<file path="src/rtl/otter_pkg.sv">
// ============================================================================
// Module  : otter_pkg
// Purpose : Opcode encodings shared by the OTTER decoder and sequencing FSM.
// Revision: 1.0
// ============================================================================
`default_nettype none

package otter_pkg;

    typedef enum logic [6:0] {
        LUI    = 7'b0110111,
        AUIPC  = 7'b0010111,
        JAL    = 7'b1101111,
        JALR   = 7'b1100111,
        BRANCH = 7'b1100011,
        LOAD   = 7'b0000011,
        STORE  = 7'b0100011,
        OP_IMM = 7'b0010011,
        OP_RG3 = 7'b0110011,
        SYSTEM = 7'b1110011
    } opcode_t;

    localparam logic [2:0] F3_MRET = 3'b000;

    // CSRRW / CSRRS / CSRRC: the register forms that write both rd and a CSR.
    function automatic logic is_csr_access(input logic [2:0] func3);
        return (func3 == 3'b001) || (func3 == 3'b010) || (func3 == 3'b011);
    endfunction

endpackage

`default_nettype wire

</file>
<file path="src/rtl/otter_cu_fsm.sv">
// ============================================================================
// Module  : otter_cu_fsm
// Purpose : Multicycle OTTER sequencer: fetch/exec/writeback/interrupt timing
//           plus a retired-instruction counter.
// Revision: 1.0
// ============================================================================
`default_nettype none

module otter_cu_fsm
    import otter_pkg::*;
#(
    parameter int CNT_W = 32
) (
    input  logic             CLK,
    input  logic             RST,
    input  logic             intr,
    input  logic [6:0]       opcode,
    input  logic [2:0]       func3,
    output logic             pcWrite,
    output logic             regWrite,
    output logic             memWE2,
    output logic             memRDEN1,
    output logic             memRDEN2,
    output logic             rst_out,
    output logic             csr_we,
    output logic             int_taken,
    output logic             mret_exec,
    output logic [CNT_W-1:0] instret
);

    typedef enum logic [2:0] {
        ST_INIT  = 3'd0,
        ST_FETCH = 3'd1,
        ST_EXEC  = 3'd2,
        ST_WB    = 3'd3,
        ST_INTR  = 3'd4
    } state_t;

    localparam logic [CNT_W-1:0] CNT_ONE = {{(CNT_W-1){1'b0}}, 1'b1};

    state_t  state;
    state_t  next_state;
    logic    retire;
    opcode_t op;

    assign op = opcode_t'(opcode);

    always_ff @(posedge CLK or posedge RST) begin
        if (RST) begin
            state   <= ST_INIT;
            instret <= '0;
        end else begin
            state <= next_state;
            if (retire) begin
                instret <= instret + CNT_ONE;
            end
        end
    end

    always_comb begin
        next_state = state;
        retire     = 1'b0;
        pcWrite    = 1'b0;
        regWrite   = 1'b0;
        memWE2     = 1'b0;
        memRDEN1   = 1'b0;
        memRDEN2   = 1'b0;
        rst_out    = 1'b0;
        csr_we     = 1'b0;
        int_taken  = 1'b0;
        mret_exec  = 1'b0;

        case (state)
            ST_INIT: begin
                rst_out    = 1'b1;
                next_state = ST_FETCH;
            end

            ST_FETCH: begin
                memRDEN1   = 1'b1;
                next_state = ST_EXEC;
            end

            ST_EXEC: begin
                if (op == LOAD) begin
                    // Data arrives one cycle later; the load retires out of WB.
                    memRDEN2   = 1'b1;
                    next_state = ST_WB;
                end else begin
                    pcWrite    = 1'b1;
                    retire     = 1'b1;
                    next_state = intr ? ST_INTR : ST_FETCH;
                    case (op)
                        STORE: memWE2 = 1'b1;
                        LUI, AUIPC, JAL, JALR, OP_IMM, OP_RG3: regWrite = 1'b1;
                        SYSTEM: begin
                            if (func3 == F3_MRET) begin
                                mret_exec = 1'b1;
                            end else if (is_csr_access(func3)) begin
                                regWrite = 1'b1;
                                csr_we   = 1'b1;
                            end
                        end
                        default: ;  // BRANCH and unknown opcodes only advance the PC
                    endcase
                end
            end

            ST_WB: begin
                regWrite   = 1'b1;
                pcWrite    = 1'b1;
                retire     = 1'b1;
                next_state = intr ? ST_INTR : ST_FETCH;
            end

            ST_INTR: begin
                int_taken  = 1'b1;
                pcWrite    = 1'b1;
                next_state = ST_FETCH;
            end

            default: next_state = ST_INIT;
        endcase
    end

endmodule

`default_nettype wire

</file>
<file path="config.mk">
export PLATFORM = sky130hd
export DESIGN_NAME = otter_cu_fsm
export DESIGN_NICKNAME = d
export VERILOG_FILES = /design/src/rtl/otter_pkg.sv /design/src/rtl/otter_cu_fsm.sv
export SDC_FILE = /design/constraint.sdc
export NUM_CORES = 1
export LEC_CHECK = 0
export ABC_CLOCK_PERIOD_IN_PS = 1700
export CORE_MARGIN = 5
export CORE_UTILIZATION = 43
export CTS_BUF_LIST = sky130_fd_sc_hd__clkbuf_8
export CTS_CLUSTER_DIAMETER = 40
export DETAILED_ROUTE_END_ITERATION = 7
export MAX_ROUTING_LAYER = met4
export PLACE_DENSITY = 0.89
export SLEW_MARGIN = 5
export SYNTH_ARGS = -nofsm -noshare
export SYNTH_HDL_FRONTEND = slang
export SYNTH_SLANG_ARGS = --single-unit
</file>
<file path="constraint.sdc">
create_clock -name CLK -period 1.7 [get_ports CLK]
set_clock_uncertainty 0.1 [all_clocks]
set_input_delay 0.34 -clock CLK [delete_from_list [all_inputs] [get_ports CLK]]
set_output_delay 0.34 -clock CLK [all_outputs]
set_load 0.01 [all_outputs]
</file>
## Word level (Yosys, flattened, before mapping)

Cells that the tools add are included.

| cells by class | value |
|---|---|
| add/sub/neg operators | 1 |
| equality and inequality tests | 16 |
| mux-type cells | 26 |
| reduce and logical (&&, ||, !) cells | 7 |

Operators with widths:

| cell | number |
|---|---|
| adder 32 x 1 -> 32 bit (second input constant) | 1 |
| == test 7 x 6 -> 1 bit (second input constant) | 3 |
| == test 7 bit (second input constant) | 3 |
| two-way mux 1 bit | 19 |
| == test 7 x 5 -> 1 bit (second input constant) | 2 |
| == test 3 x 2 -> 1 bit (second input constant) | 4 |
| one-hot mux 3 bit (4 select lines) | 1 |
| one-hot mux 1 bit (2 select lines) | 4 |
| == test 7 x 2 -> 1 bit (second input constant) | 1 |
| == test 3 x 1 -> 1 bit (second input constant) | 2 |
| zero test 3 bit | 2 |
| two-way mux 3 bit | 2 |
| OR reduction 6 bit | 1 |
| OR reduction 2 bit | 2 |
| == test 3 bit (second input constant) | 1 |
| logical OR 1 bit | 2 |

| word-level totals | value |
|---|---|
| flip-flop bits (word level) | 35 |
| input port bits | 13 |
| output and inout port bits | 41 |

## Logic depth before layout (Yosys ltp)

Gate-level depths: netlist (run 1).

| logic depth | value |
|---|---|
| depth in word-level cells | 8 |
| mapped depth | 5 |
| mapped depth without buffers | 5 |

## Worst setup path after synthesis (run 1)

No wires, ideal clock.

| path | value |
|---|---|
| kind | input -> output |
| start | input port opcode[2] |
| end | output port mret_exec |
| arrival | 1.315 ns |
| required time | 1.260 ns |
| setup slack | -0.055 ns |
| stages | 4 |
| buffers on the path | 0 |
| cells stage by stage | and3b_4 nand3_1 or3_1 nor3_1 |

| between the ends | value |
|---|---|
| cells in the longest elaborated chain, start to end | 4 |
| elaborated cells on any way between the ends | 5 |
| those cells by class | eq/ne: 2; mux: 3 |

RTL lines:

| element | line | source |
|---|---|---|
| start, declared | otter_cu_fsm.sv:17 | `input logic [6:0] opcode,` |
| == test 7 bit | otter_cu_fsm.sv:93 | `case (op)` |
| two-way mux 1 bit | otter_cu_fsm.sv:93 |  |
| two-way mux 1 bit * | otter_cu_fsm.sv:85 | `if (op == LOAD) begin` |
| two-way mux 1 bit * | otter_cu_fsm.sv:73 | `case (state)` |
| end, declared | otter_cu_fsm.sv:27 | `output logic mret_exec,` |

Every way passes the cells marked *; elsewhere a longest branch is shown, timed or not.

## Final worst setup path (run 1)

| path | value |
|---|---|
| start | register state[0] |
| end | output port pcWrite |

| between the ends | value |
|---|---|
| cells in the longest elaborated chain, start to end | 3 |
| elaborated cells on any way between the ends | 5 |
| those cells by class | eq/ne: 3; mux: 1; reduce/logical: 1 |

RTL lines:

| element | line | source |
|---|---|---|
| start, declared | otter_cu_fsm.sv:41 | `state_t state;` |
| start signal, assigned | otter_cu_fsm.sv:53 | `state <= next_state;` |
| == test 3 bit or == test 3 x 2 -> 1 bit (tied branches) | otter_cu_fsm.sv:73 |  |
| OR reduction 2 bit (no source line) | - |  |
| one-hot mux 1 bit (2 select lines) * | otter_cu_fsm.sv:73 |  |
| end, declared | otter_cu_fsm.sv:19 | `output logic pcWrite,` |

Marks and branches as above.

==> summary.txt, run 1 <==
Status
  • Outcome: finished with violations
  • Failing checks: setup timing

Timing
  • F_max: 505.6 MHz
  • Worst setup margin: -278.0 ps
  • Final Cycle Share: 116.4%
  • Tmin final: 1978 ps
  • # setup viols final: 31
  • RSZ-0062 raised after global routing: yes
  • Hold Vio Cnt, Final: 0
  • Worst slew margin: 78.70%
  • Slew @ Worst Pin: 319.2 ps
  • Pins over their slew limit: 0

Finish
  • Layout cells sized above 1: 47.15%
  • Final instance area: 3032 µm²
  • Ant. Diodes: 0
  • Fillers: 216
  • Non-filler cells in the finished layout: 311
  • Area growth, synth to finish: 80.02%
  • Layout Utilization: 81.58%
  • Final net count: 276

Worst setup path
  • Critical path class: reg -> out
  • Setup crit end kind: output port
  • Worst path required time: 1260 ps
  • Slowest stage cell, crit path: dfrtp_1
  • Crit-path max cell delay: 420 ps
  • WP buf/inv: 2
  • Critical Path Start Type: flip-flop
  • Delay-heaviest family, CP: simple AND/OR/NAND/NOR gates
  • Crit path max fanout: 3
  • Most frequent CP cell: buf_6
  • Arr. time, crit path: 1540 ps
  • Crit-path cells: buf_6 -> nor3_4 -> a31oi_4 -> or2_4 -> buf_6
  • Reg2Reg Setup Slack: -230 ps

Logic synthesis
  • Net Count, Synth: 166
  • Synth Area in XOR/XNOR: 16.12%
  • Number of flops mapped to enable cells by yosys: 0
  • Synth Area in Compound Gates: 3.269%
  • Synth Flop Type: dfrtp_1
  • Library cells used by synthesis: 31
  • Ys async rst share: 100.0%
  • Synth Register Bits: 35
  • Mapped cell area: 1684 µm²
  • Synth warn: 0
  • Mux contribution to synthesized area: 0.6686%
  • Avg Cell Area, Syn: 11.08 µm²
  • Post-Synthesis Cells: 152
  • Largest family of logic cells by synthesized area: simple AND/OR/NAND/NOR gates
  • Top-area cell type share of the netlist area: 52.01%
  • Sequential share of the synthesized area: 52.01%
  • Adder-cell share of the synthesized area: 0.7429%
  • Area leader, netlist: dfrtp_1
  • Top cells by area, synth: dfrtp_1 52%, xnor2_1 15%, nand3_1 4.2%
  • Post-Synth Simple-Gate Area: 26.97%

Clock tree
  • Clock buffer depth: 2
  • Num CTS Buffers: 5
  • H-Tree Depth: 2
  • Clock Latency Late Sink: 270 ps
  • CTS root buffer: clkbuf_8
  • Clock Pin Slew Worst Setup and Hold Paths: 70 ps
  • CTS tree: yes
  • Hold_buf cts: 0
  • Clock tree sinks: 35

Pwr
  • Pwr Total: 2.930 mW
  • Cell area power density: 966.3 nW/µm²
  • Peak VDD IR: 0.7115 mV
  • Leakage: 1.562 nW

Routing
  • DRC: 0
  • Routed vias/inst: 5.315
  • First-pass DRT Iterations: 4
  • DRT Wirelength: 5318 µm
  • Post-DRT Antenna Nets: 0
  • Detailed-route via count: 1,653
  • Routed len/inst: 17.10 µm
  • DR iter-0 viols: 168

Global route
  • Vias in the first global route: 1,668
  • GR Overflow Total: 0
  • Pin count of the biggest net entering global routing: 36
  • First-pass GRT wire length: 7921 µm
  • Total track usage: 19.78%
  • Initial antenna violation count: 0

Floorplan
  • Ports: 54
  • Core area: 3716 µm²
  • FP Rows: 22
  • Die height: 72.58 µm
  • Die X: 72.58 µm
  • Initial Util: 45.32%
  • Die Area: 5268 µm²

Hold path
  • Hold/Removal Path Class: in -> async

Place
  • Dpl cells: 288
  • IO buf count: 53
  • Post-Place Setup Slack: -968.8 ps
  • GPL Wtd Cong: 0.8357
  • Final HPWL DP: 3218 µm
  • DP Area: 2580 µm²

Run
  • Max_cap viols: 0
[per-layer routing]
metal | vias up | global-route usage (%) | wire, µm
met1 | 815 | 23.10 | 2050
met2 | 57 | 34.17 | 2821
met4 | 0 | 6.352 | 226
li1 | 761 | - | -
met5 | - | - | 0
met3 | 20 | 3.857 | 220
[cell families after synthesis]
family / Yosys count
AOI/OAI and AO/OA: 7
xor gates and xnor gates: 31
adders and majority gates: 1
buffers and inverters: 1
DFF: 35
muxes: 1
and+or+nand+nor: 76
[placed cells by master, fill, tap and decap left out, types with 6 or more instances in the layout]
cell type,netlist,routed
and3_1,6,6
and4_1,6,6
buf_2,0,10
buf_4,0,40
buf_6,0,11
clkdlybuf4s50_1,0,10
dfrtp_1,35,32
dlygate4sd2_1,0,16
dlymetal6s2s_1,0,10
nand2_2,0,6
nand3_2,0,8
nand4_1,9,9
xnor2_1,29,24
[Yosys cell counts (2+ instances only)]
cell       n
a21oi_1    2
and2_1     2
xnor2_1   29
or2_2      3
nand2_1   12
xor2_1     2
nor2_1     9
nor3_4     2
nand4_1    9
dfrtp_1   35
nand2b_1   2
nor3_1     3
nand3_1   14
and3_1     6
and4_1     6
[worst paths after layout]
path | startpoint | to | cells past startpoint
min in group CLK | instret[31] | instret[31] | 1
worst max register to register | state[2] | instret[18] | 8
worst max-delay path | state[0] | pcWrite | 5
worst min register to register | instret[31] | instret[31] | 1
worst min-delay path | RST | instret[31] | 3
max in group asynchronous | RST | instret[6] | 3
[flip-flops by register name, summed over array words and instances (netlist names)]
name and count:
instret 32, state 3
[repair_timing]
item,in CTS,in global routing
setup endpoints to repair,56,48
buffers inserted,11,7
gates resized for setup,114,49
pin swaps,17,28
[power breakdown]
group	switching, mW	internal (mW)
clock network	0.289	0.280
logic	0.593	0.742
registers	0.0879	0.938
[metrics by stage]
stage	TNS (ps)	hold WS (ps)
after global placement	-19620	361.2
after floorplan	0	393.2
after global routing	-5944	349.1
after CTS	-3169	330.9
final	-3708	323.6
after detailed placement	-20570	366.7
[area by class of cell]
type	count	area [µm²]	area share (%)
Timing Repair Buffer	103	932.1	30.75
Sequential cell	35	879.6	29.01
Tap cell	48	60.06	1.981
Clock inverter	3	16.27	0.5365
Inverter	1	3.754	0.1238
Multi-Input combinational cell	116	1071	35.33
Clock buffer	5	68.82	2.270
[worst register-to-register path, cell delays in order, from the launching register on]
cell and delay, ps:
dfrtp_1 400, nand2b_4 160, buf_6 130, buf_6 110, a31o_4 240, nor3_4 230, buf_12 170, nand4_1 130
xnor2_1 160
Power figures use the tool's default switching activity.
==> inputs of run 2 (changes only) <==
--- a/config.mk
+++ b/config.mk
@@ -6,7 +6,7 @@
 export NUM_CORES = 1
 export LEC_CHECK = 0
 export ABC_CLOCK_PERIOD_IN_PS = 1700
-export CORE_MARGIN = 5
+export CORE_MARGIN = 2
 export CORE_UTILIZATION = 43
 export CTS_BUF_LIST = sky130_fd_sc_hd__clkbuf_8
 export CTS_CLUSTER_DIAMETER = 40
==> run 2 against run 1 <==
Effect of this change: the flow still finishes with violations (setup timing); total power shrank 1.5%; final cell count grew 2.3%; register-to-register slack lost 120 ps; design area grew 3.6%; clock power grew 3%; die area shrank 16%; maximum frequency shrank 3.5%.
==> summary.txt, run 2 (synthesis results as in run 1) <==
Timing
  • Final Cycle Share: 120.5%
  • Worst slew margin: 76.78%
  • Hold slack: 284.5 ps
  • Worst setup margin: -349.2 ps
  • # setup viols final: 29
  • Tmin final: 2049 ps
  • RSZ-0062 raised after global routing: yes
  • F_max: 488.0 MHz
  • Slew @ Worst Pin: 348.4 ps
  • Pins over their slew limit: 0
  • Hold Vio Cnt, Final: 0
  • Total negative setup slack: -4321 ps

Place
  • GPL Wtd Cong: 0.7778
  • IO buf count: 53
  • Final HPWL DP: 2815 µm

Routing
  • Routed vias/inst: 5.355
  • Detailed-route via count: 1,703
  • First-pass DRT Iterations: 4
  • Routed len/inst: 16.56 µm
  • DRT Wirelength: 5265 µm
  • DRC: 0
  • DR iter-0 viols: 93
  • Post-DRT Antenna Nets: 0

Worst setup path
  • Critical path class: reg -> reg
  • Setup crit end kind: flip-flop
  • Crit path max fanout: 8
  • Worst path required time: 1800 ps
  • Critical Path Start Type: flip-flop
  • Arr. time, crit path: 2150 ps

Clock tree
  • Clock tree sinks: 35
  • Clock Pin Slew Worst Setup and Hold Paths: 70 ps
  • Clock buffer depth: 2
  • CTS root buffer: clkbuf_8
  • Clock Latency Late Sink: 290 ps
  • CTS tree: yes
  • H-Tree Depth: 2
  • Num CTS Buffers: 5
  • Hold_buf cts: 0

Finish
  • Layout cells sized above 1: 49.63%
  • Multi-input gate area: 1120 µm²
  • Final net count: 283
  • Layout Utilization: 84.51%
  • Largest regs: instret (32), state (3)
  • Area growth, synth to finish: 86.48%
  • Max reg flops: 32
  • FF+latch area: 878.3 µm²
  • Commonest non-fill, non-tap cells in the layout: 44 x buf_4, 33 x dfrtp_1, 24 x xnor2_1
  • Fillers: 206
  • Ant. Diodes: 0
  • Commonest non-fill, non-tap cell in the layout: buf_4
  • Largest Register: instret

Global route
  • Total track usage: 23.62%
  • GR Overflow Total: 0
  • Initial antenna violation count: 0
  • Vias in the first global route: 1,699
  • Pin count of the biggest net entering global routing: 20
  • First-pass GRT wire length: 7672 µm

Status
  • Outcome: finished with violations
  • Failing checks: setup timing

Pwr
  • Leakage: 1.740 nW
  • Cell area power density: 919.1 nW/µm²
  • Peak VDD IR: 0.8728 mV

Floorplan
  • Initial Util: 45.32%
  • Die height: 66.58 µm
  • FP Rows: 22
  • Die Area: 4433 µm²
  • Core area: 3716 µm²
  • Die X: 66.58 µm
  • Ports: 54

Hold path
  • Hold/Removal Path Class: in -> async

Run
  • Max_cap viols: 0
[run 2: cell types whose count changed in the layout (fill, tap and decap cells not counted), sizes merged]
cell           change
clkdlybuf4s50      -1
dlymetal6s2s       +4
dlygate4sd2        -2
buf                +7
clkdlybuf4s15      -1
[run 2: critical path, stage by stage, from the launching register on]
cell and delay [ps]:
dfrtp_1 380, nand2b_4 160, buf_6 130, buf_6 100, a31o_4 220, buf_6 120
nor3_4 150, buf_12 180, nand4_1 170, xnor2_1 240
[run 2: layout make-up]
| class | instances | share of cell area (%) |
|---|---|---|
| Timing Repair Buffer | 110 | 31.63 |
| Tap cell | 48 | 1.912 |
| Inverter | 1 | 0.1195 |
| Clock inverter | 3 | 0.5179 |
| Clock buffer | 5 | 2.191 |
| Sequential cell | 35 | 27.97 |
| Multi-Input combinational cell | 116 | 35.66 |
[run 2: path summary, 6_finish.rpt]
check / endpoint / slack [ps] / depth (start not counted) / from
setup reg to reg: instret[18] / -350 / 9 / state[2]
hold / removal: instret[1] / 280 / 3 / RST
setup / recovery: instret[18] / -350 / 9 / state[2]
hold reg to reg: instret[10] / 380 / 1 / instret[10]
min in group CLK: instret[10] / 380 / 1 / instret[10]
max in group asynchronous: state[1] / 980 / 3 / RST
[run 2: per-stage QoR]
step	instances	setup WS, ps	cell area, µm²	power, mW
final	318	-349.2	3141	2.886
after CTS	312	-253.8	2897	2.698
after global routing	318	-452.8	3141	3.032
after detailed placement	286	-924.6	2552	2.023
after global placement	286	-879.1	2552	1.995
after floorplan	152	22.70	1689	1.441
[run 2: per-layer routing]
layer / share of wire (%) / up-vias / track usage [%]
met3: 4.2 / 14 / 5.743
met2: 53 / 55 / 39.50
li1: - / 782 / -
met4: 2.1 / 0 / 9.694
met1: 41 / 852 / 27.25
met5: 0 / - / -
[run 2: repair_timing]
item / CTS / global route
buffers inserted: 17 / 13
gates cloned: 1 / 0
gates resized for setup: 124 / 53
setup endpoints to repair: 56 / 50
pin swaps: 28 / 24
[run 2: where the power goes]
part / leakage, nW / switching, mW / total (mW) / internal, mW
clock: 0.0453 / 0.304 / 0.584 / 0.280
combinational: 1.23 / 0.563 / 1.27 / 0.711
sequential: 0.462 / 0.0885 / 1.03 / 0.940
